$ cat src/rtl/qam_polyphase_fir.sv
// Multi-channel polyphase interpolating FIR for the QAM16 transmit path.
// One symbol in, L phases out, shared runtime-loadable coefficient bank.
module qam_polyphase_fir #(
  parameter int NCH = 2,
  parameter int DW  = 3,
  parameter int CW  = 12,
  parameter int L   = 4,
  parameter int K   = 4,
  parameter int OW  = 19,
  localparam int NT = L * K,
  localparam int AW = (NT > 1) ? $clog2(NT) : 1
) (
  input  logic                clk,
  input  logic                reset_n,
  input  logic [NCH*DW-1:0]   s_data,
  input  logic                s_valid,
  output logic                s_ready,
  input  logic [1:0]          s_error,
  input  logic                s_bypass,
  output logic [NCH*OW-1:0]   m_data,
  output logic                m_valid,
  input  logic                m_ready,
  output logic [1:0]          m_error,
  input  logic                coef_we,
  input  logic [AW-1:0]       coef_addr,
  input  logic [CW-1:0]       coef_data,
  output logic [1:0]          dbg_state
);

  localparam int PW  = DW + CW;
  localparam int PHW = (L > 1) ? $clog2(L) : 1;

  if (OW < DW + CW + $clog2(K)) begin : g_ow_check
    $error("qam_polyphase_fir: OW too narrow for full-precision accumulation");
  end

  // Handshakes: a transfer happens on a rising edge where valid && ready.
  // m_data/m_error hold while m_valid && !m_ready; s_ready depends only on
  // state and m_ready (never on s_valid).
  typedef enum logic [1:0] {
    IDLE = 2'd0,
    CALC = 2'd1
  } state_t;

  state_t               state, state_nxt;
  logic [PHW-1:0]       p, p_nxt;
  logic signed [CW-1:0] h [NT];
  logic signed [DW-1:0] x [NCH][K];
  logic [1:0]           err_q;
  logic                 byp_q;

  logic                 adv;
  logic                 last;
  logic                 accept;
  logic                 load;
  logic [NCH*OW-1:0]    y;
  logic signed [PW-1:0] prod;
  logic signed [OW-1:0] acc;

  assign dbg_state = state;

  always_comb begin
    adv       = !m_valid || m_ready;
    last      = (p == PHW'(L - 1));
    s_ready   = adv && ((state == IDLE) || ((state == CALC) && last));
    accept    = s_valid && s_ready;
    load      = (state == CALC) && adv;
    state_nxt = state;
    p_nxt     = p;
    case (state)
      IDLE: begin
        if (accept) begin
          state_nxt = CALC;
          p_nxt     = '0;
        end
      end
      CALC: begin
        if (adv) begin
          if (!last) begin
            p_nxt = p + 1'b1;
          end else if (accept) begin
            p_nxt = '0;
          end else begin
            state_nxt = IDLE;
            p_nxt     = '0;
          end
        end
      end
      default: begin
        state_nxt = IDLE;
        p_nxt     = '0;
      end
    endcase
  end

  // Phase p output from the current (pre-shift) delay lines and coefficients.
  always_comb begin
    y    = '0;
    prod = '0;
    acc  = '0;
    for (int c = 0; c < NCH; c++) begin
      acc = '0;
      for (int k = 0; k < K; k++) begin
        prod = h[AW'(k * L + int'(p))] * x[c][k];
        acc  = acc + OW'(prod);
      end
      if (byp_q) begin
        acc = OW'(x[c][0]);
      end
      y[c*OW +: OW] = acc;
    end
  end

  always_ff @(posedge clk) begin
    if (!reset_n) begin
      state   <= IDLE;
      p       <= '0;
      m_valid <= 1'b0;
      m_data  <= '0;
      m_error <= '0;
      err_q   <= '0;
      byp_q   <= 1'b0;
      for (int c = 0; c < NCH; c++) begin
        for (int k = 0; k < K; k++) begin
          x[c][k] <= '0;
        end
      end
      for (int n = 0; n < NT; n++) begin
        h[n] <= '0;
      end
      h[0] <= CW'(1);
    end else begin
      state <= state_nxt;
      p     <= p_nxt;
      // Writes land after this edge, so a phase computed now sees the old tap.
      if (coef_we && (int'(coef_addr) < NT)) begin
        h[coef_addr] <= coef_data;
      end
      if (accept) begin
        for (int c = 0; c < NCH; c++) begin
          for (int k = 1; k < K; k++) begin
            x[c][k] <= x[c][k-1];
          end
          x[c][0] <= s_data[c*DW +: DW];
        end
        err_q <= s_error;
        byp_q <= s_bypass;
      end
      if (load) begin
        m_data  <= y;
        m_valid <= 1'b1;
        m_error <= err_q;
      end else if ((state == IDLE) && m_valid && m_ready) begin
        m_valid <= 1'b0;
      end
    end
  end

endmodule
$ cat config.mk
export PLATFORM = sky130hd
export DESIGN_NAME = qam_polyphase_fir
export DESIGN_NICKNAME = d
export VERILOG_FILES = /design/src/rtl/qam_polyphase_fir.sv
export SDC_FILE = /design/constraint.sdc
export NUM_CORES = 1
export LEC_CHECK = 0
export CAP_MARGIN = 10
export CORE_ASPECT_RATIO = 0.7
export CORE_UTILIZATION = 35
export DETAILED_ROUTE_END_ITERATION = 10
export GPL_TIMING_DRIVEN = 1
export HOLD_SLACK_MARGIN = 0.12
export SLEW_MARGIN = 25
export SYNTH_ARGS = -nofsm -noshare
export SYNTH_HDL_FRONTEND = slang
export SYNTH_SLANG_ARGS = --single-unit
$ cat constraint.sdc
create_clock -name clk -period 7.21 [get_ports clk]
set_input_delay 0.721 -clock clk [delete_from_list [all_inputs] [get_ports clk]]
set_output_delay 0.721 -clock clk [all_outputs]
set_load 0.005 [all_outputs]
# After elaboration in Yosys (flattened, before gate mapping)
# Memories as Yosys holds them, arrays and structs flattened. A register that Yosys moved wholly into a read port is not among the register bits.
# Cells that the tools add are included.
# word_totals
ff_bits,48
ram_bits,216
input_bits,30
output_inout_bits,44
word_cells,90
memories,2
# classes
addsub,10
mul,8
n_eq_ne,6
mux,34
n_bitwise,9
reduce_logical,14
# mem_list
memory,words,word_bits,rd,rd_clocked_by_memory_dff,wr,line,text
h,16,12,4,1,16,47,logic signed [CW-1:0] h [NT];
x,2,12,2,0,2,48,logic signed [DW-1:0] x [NCH][K];
# ops
op,count
12-bit by 3-bit multiplier with 15-bit output,8
19-bit two-way mux,2
17-bit by 15-bit adder with 18-bit output,2
16-bit by 15-bit adder with 17-bit output,2
15-bit by 15-bit adder with 16-bit output,2
12-bit two-way mux,2
3-bit two-way mux,8
2-bit two-way mux,7
4-bit two-way mux,3
12-bit OR reduction,1
1-bit two-way mux,10
1-bit bitwise OR,9
"4-bit by 2-bit adder with 4-bit output, first input constant",2
"2-bit inequality test, second input constant",4
2-bit one-hot mux with 2 select lines,2
1-bit logical AND,6
"3-bit by 2-bit adder with 4-bit output, first input constant",1
4-bit AND reduction,1
"2-bit by 1-bit adder with 2-bit output, second input constant",1
"2-bit by 1-bit == test with 1-bit output, second input constant",1
"2-bit == test, second input constant",1
2-bit zero test,1
1-bit logical OR,2
2-bit AND reduction,1
2 further kinds,2

# Depth between registers and ports, before layout
# logic_depth
depth_word,9
mapped_depth,21
mapped_depth_nobuf,19

# Least setup slack after synthesis
# No wires, ideal clock.
# synth_path
kind,register -> register
from,register p[0]
to,register m_data[35]
setup_ns,0.095
arrival_ns,6.236
t_required_ns,7.115
path_slack_ns,0.879
stages_incl_launch_ff,19
path_buffers,2
synth_period_minus_slack_ns,6.331
path_cell_list,dfxtp_1 buf_2 buf_1 mux4_2 and2_1 fa_1 fa_1 fa_1 fa_1 inv_1 fa_1 inv_1 ha_1 a211o_1 a311o_1 a41oi_2 and3b_1 or3b_1 o311ai_1
# synth_via
elab_chain_cells,7
elab_cells_between_ends,11
cone_classes,add/sub: 6; mul: 3; mux: 1; memory: 1
# synth_rtl
element,line,text
start: declaration,46,"logic [PHW-1:0] p, p_nxt;"
start signal: assignment,134,p <= p_nxt;
3-bit by 2-bit adder with 4-bit output,104,prod = h[AW'(k * L + int'(p))] * x[c][k];
memory 16 x 12 bit (*),--,
12-bit by 3-bit multiplier with 15-bit output,104,
15-bit by 15-bit adder with 16-bit output,105,acc = acc + OW'(prod);
16-bit by 15-bit adder with 17-bit output,105,
17-bit by 15-bit adder with 18-bit output (*),105,
19-bit two-way mux (*),107,if (byp_q) begin
end signal: assignment,150,m_data <= y;
end: declaration,20,"output logic [NCH*OW-1:0] m_data,"
# Mark *: on every way between the ends. The rest lies on a longest branch, timed or not.
# A chain may end at the register's enable or synchronous reset.

# Final worst setup path
# layout_path
from,register p[1]
to,register m_data[35]
# The elaborated chain is that of the path after synthesis.

==> results.md <==
- The worst hold path belongs to the class register to register.
- STA classifies the critical path endpoint as a register.
- The count of buffers added on input and output ports is about 70.
- The most common flop cell mapped by yosys is sky130_fd_sc_hd__edfxtp_1.
- In the post-synthesis netlist, the cell with the most instances is sky130_fd_sc_hd__inv_1.
- The initial antenna violation count is 0.
- The synthesized design contains about 210 enable-type register cells.
- The routed wirelength normalized by instance count is 20.9 um.
- The number of buffer and inverter stages on the critical path is 4.
- In the final layout, the share of cells above drive strength 1 is 0.0693.
- The final count of hold timing violations came to 0.
- In the global route stage, overall resource usage came out at 0.197.
- The setup path with the least slack is of type register to register.
- At the end of the flow, the number of nets in the layout was ~2.4k.
- The cell that appears most often on the critical path is sky130_fd_sc_hd__fa_1.
- Of all flip-flops after synthesis, the portion carrying an async set or reset was 0.
- The count of antenna-violating nets left after detailed routing is 0.
- The maximum buffer depth of the clock tree is 3.
- Summed over all failing endpoints, the final setup total negative slack is 0 ns.
- Yosys printed 0 warnings.
- Among all stages on the critical path, the largest delay is contributed by sky130_fd_sc_hd__dfxtp_2.
- For this design the ratio of total power to cell area is roughly 360 nW/um^2.
- The area added between synthesis and finish is 12.0%.
- For this design, the sink count on the clock tree is ~260.
- From left edge to right edge, the die measures 299 um.
- In this run the critical register-to-register path is launched from p[1].
- Derived from the worst setup path, the maximum achievable clock frequency is about 150 MHz.
- The y dimension of the die is 210 um.
- For this block, the routed nets add up to about 60,000 um of wire.
- Entering global routing, the biggest net connects between 40 and 50 pins.
- The data required time at the worst endpoint is 7.67 ns.
- The first-pass GRT wire length is between 90,000 and 100,000 um.
- The stage delay of the slowest cell on the critical path is roughly 0.53 ns.
- The max-slew violation count was 0.
- The boundary pin count is 74.
- Dividing the final minimum period by the clock period gives 0.901.
- The clock tree from TritonCTS is done.
- In this run the number of H-tree levels came out at 1.
- The start point of the critical path is p[1].
- For the pin with the worst max-slew slack, the measured transition is between 0.9 and 1 ns.
- The die covers 62,600 sq um.
- The via count of the first global-routing pass came to 15.4k.
- After the first detailed-routing iteration, the DRC count stood at between 1k and 1.5k.
- The area fraction of the dominant cell type after synthesis is 0.297.
- The final instance count without filler cells is 2,857.
- For this run, the detailed router's first-pass iteration total came to 5.
- The number of different library cells used by synthesis comes to between 50 and 60.
- After detailed placement, the design holds a cell count of 2,803.
- Walking the worst path, the cells encountered are buf_4 > mux4_2 > nand2b_1 > fa_1 > fa_1 > inv_1 > fa_1 > fa_1 > inv_1 > fa_1 > inv_1 > ha_1 > a211o_1 > a311o_1 > a41oi_2 > and3b_1 > or3b_1 > o311ai_1.
- A synthesized cell averages 10.8 sq um.
- The number of synthesized register bits is between 200 and 300.
- The DRC violations left is 0.
- The worst-case headroom to the max-slew limit is 0.338.
- Post-CTS repair changed the size of 0 cells.
- The register-to-register setup slack is 0.71 ns.
- The standby leakage power is between 0.009 and 0.01 uW.
- The category of cells accounting for the largest share of critical-path delay is adder cells.
- The clock transition at the registers of the reported paths is 0.06 ns.
- The via count normalized by instance count is between 5 and 6.
- TritonCTS created 29 clock buffers.
- Summing over every cut layer, the via total after detailed routing is 14.6k.
- The element type at the critical path start is a register.
- The flow ran to the end, and the final reports show no timing, DRC or antenna violations.
- For this run the aggregate overflow at the end of global routing stands at 0.
- Once detailed placement completed, the half-perimeter wirelength came to approximately 47,000 um.
- Summed over all instances, the cell type with the most area after synthesis is sky130_fd_sc_hd__edfxtp_1.
- The most critical setup path has its endpoint at m_data[35].
- The post-CTS setup buffer count is 0.
- The highest ir drop seen on vdd is around 0.00036 V.
- The final critical path time including I/O delays and setup is ~6.5 ns.
- Setup violations remaining at the end of the flow were counted as 0.
- By area the synthesized netlist is led by sky130_fd_sc_hd__edfxtp_1, sky130_fd_sc_hd__fa_1, sky130_fd_sc_hd__and2_1.
- The number of cells traversed by the worst register-to-register path is 18.
- Counting buffers and inverters, the worst setup path is 18 cells deep.
- By count the netlist is led by sky130_fd_sc_hd__inv_1, sky130_fd_sc_hd__and2_1, sky130_fd_sc_hd__fa_1.
- The maximum fanout along the worst path is 19.
- The initial core utilization is 0.357.
- For this run, the register share of the synthesized area comes to 0.343.
- Row generation in the floorplan step produced 75 rows.
- Summing every instance area after synthesis gives around 22,000 sq um.
- Across the run, the number of max-cap violations was 0.
- The number of buffers added to fix hold violations after cts is 0.
- The worst path arrival time is 6.95 ns.
- The library cell used as clock root buffer is sky130_fd_sc_hd__clkbuf_16.
- The reg-to-reg endpoint is m_data[35].
- Setup repair after global routing left no endpoint under its margin.
- The clock insertion delay at the later pin of the skew report is roughly 0.57 ns.
- The worst clock skew is roughly 0.020 ns.
- The total core area is between 60,000 and 70,000 sq um.
- The routability congestion estimate from global placement is 0.909.
- Synthesis produced a netlist with a net count of ~2.4k.
- The synthesized instance count is around 2.0k.
per-stage QoR:
step	area [sq um]	setup slack (ns)	hold WS (ns)	util	power, uW
6_report	24200	0.715	0.452	0.400	8590
3_5_place_dp	23200	0.766	0.446	0.383	7030
4_1_cts	24200	0.721	0.454	0.400	8620
3_3_place_gp	23200	0.837	0.442	0.383	6970
2_1_floorplan	21600	0.879	0.432	-	5650
5_1_grt	24200	0.450	0.469	0.400	9410
worst register-to-register path, delay by kind of cell, from the launching register on:
family	cells	cell delay [ns]
compound gates	4	1.24
mux	1	0.43
fa+ha+maj	6	2.84
buf+inv	4	0.52
flops	1	0.53
simple gates	3	0.83
how the worst min path moves through the flow:
stage                  to  slack [ns]  depth (start not counted)      from
2_1_floorplan  m_error[0]        0.43                          2  err_q[0]
3_3_place_gp   m_error[1]        0.44                          2  err_q[1]
3_5_place_dp   m_error[0]        0.45                          2  err_q[0]
4_1_cts        m_error[0]        0.45                          2  err_q[0]
5_1_grt        m_error[0]        0.47                          2  err_q[0]
6_report       m_error[0]        0.45                          2  err_q[0]
logic make-up (layout without fill, tap and decap cells):
group,Yosys count,in the layout,synth area share
buf+inv,427,487,0.0751
simple gates,675,675,0.165
flops,263,263,0.343
fa+ha+maj,349,349,0.295
compound gates,177,177,0.0512
mux,62,62,0.0567
xor+xnor,34,34,0.0138
other cells,1,2,0.000174
final cells by class:
| class | count | area, sq um |
|---|---|---|
| Fill cell | 5848 | 36300 |
| Multi-Input combinational cell | 1298 | 12600 |
| Sequential cell | 263 | 7400 |
| Inverter | 333 | 1250 |
| Tap cell | 808 | 1010 |
| Timing Repair Buffer | 101 | 946 |
| Clock buffer | 31 | 733 |
| Clock inverter | 22 | 253 |
| Antenna cell | 1 | 2.50 |
metal layers:
metal  vias to the layer above  GRT usage  wire length, um
li1                       6458          -                -
met1                      7482      0.279            26700
met2                       535      0.304            26200
met3                        78     0.0499             5300
met4                         0     0.0442             1410
met5                         -          0                0
state kept, by name, indices dropped and copies added (netlist names), named ones only:
signal	count
dbg_state	1
err_q	2
m_valid	1
m_data	36
x	24
h	192
byp_q	1
m_error	2
p	2
layout by cell type (no fill, tap or decap), types with 10 or more instances in the layout:
cell type,n
sky130_fd_sc_hd__clkdlybuf4s50_1,71
sky130_fd_sc_hd__a21oi_1,43
sky130_fd_sc_hd__a211oi_1,11
sky130_fd_sc_hd__clkbuf_16,29
sky130_fd_sc_hd__mux2i_1,12
sky130_fd_sc_hd__nand2b_1,71
sky130_fd_sc_hd__o211ai_1,11
sky130_fd_sc_hd__nand2_1,168
sky130_fd_sc_hd__xor2_1,10
sky130_fd_sc_hd__nand3_1,15
sky130_fd_sc_hd__ha_1,83
sky130_fd_sc_hd__inv_1,332
sky130_fd_sc_hd__fa_1,266
sky130_fd_sc_hd__buf_4,28
sky130_fd_sc_hd__nor2_1,88
sky130_fd_sc_hd__nor3_1,15
sky130_fd_sc_hd__dfxtp_1,48
sky130_fd_sc_hd__o21ai_0,54
sky130_fd_sc_hd__and2_1,284
sky130_fd_sc_hd__edfxtp_1,213
sky130_fd_sc_hd__xnor2_1,24
sky130_fd_sc_hd__mux4_2,48
power by group:
group | internal [uW] | switching (uW)
combinational | 2120 | 3000
sequential | 1780 | 118
clock | 916 | 646
No activity file was read; power rests on OpenSTA's default activity.
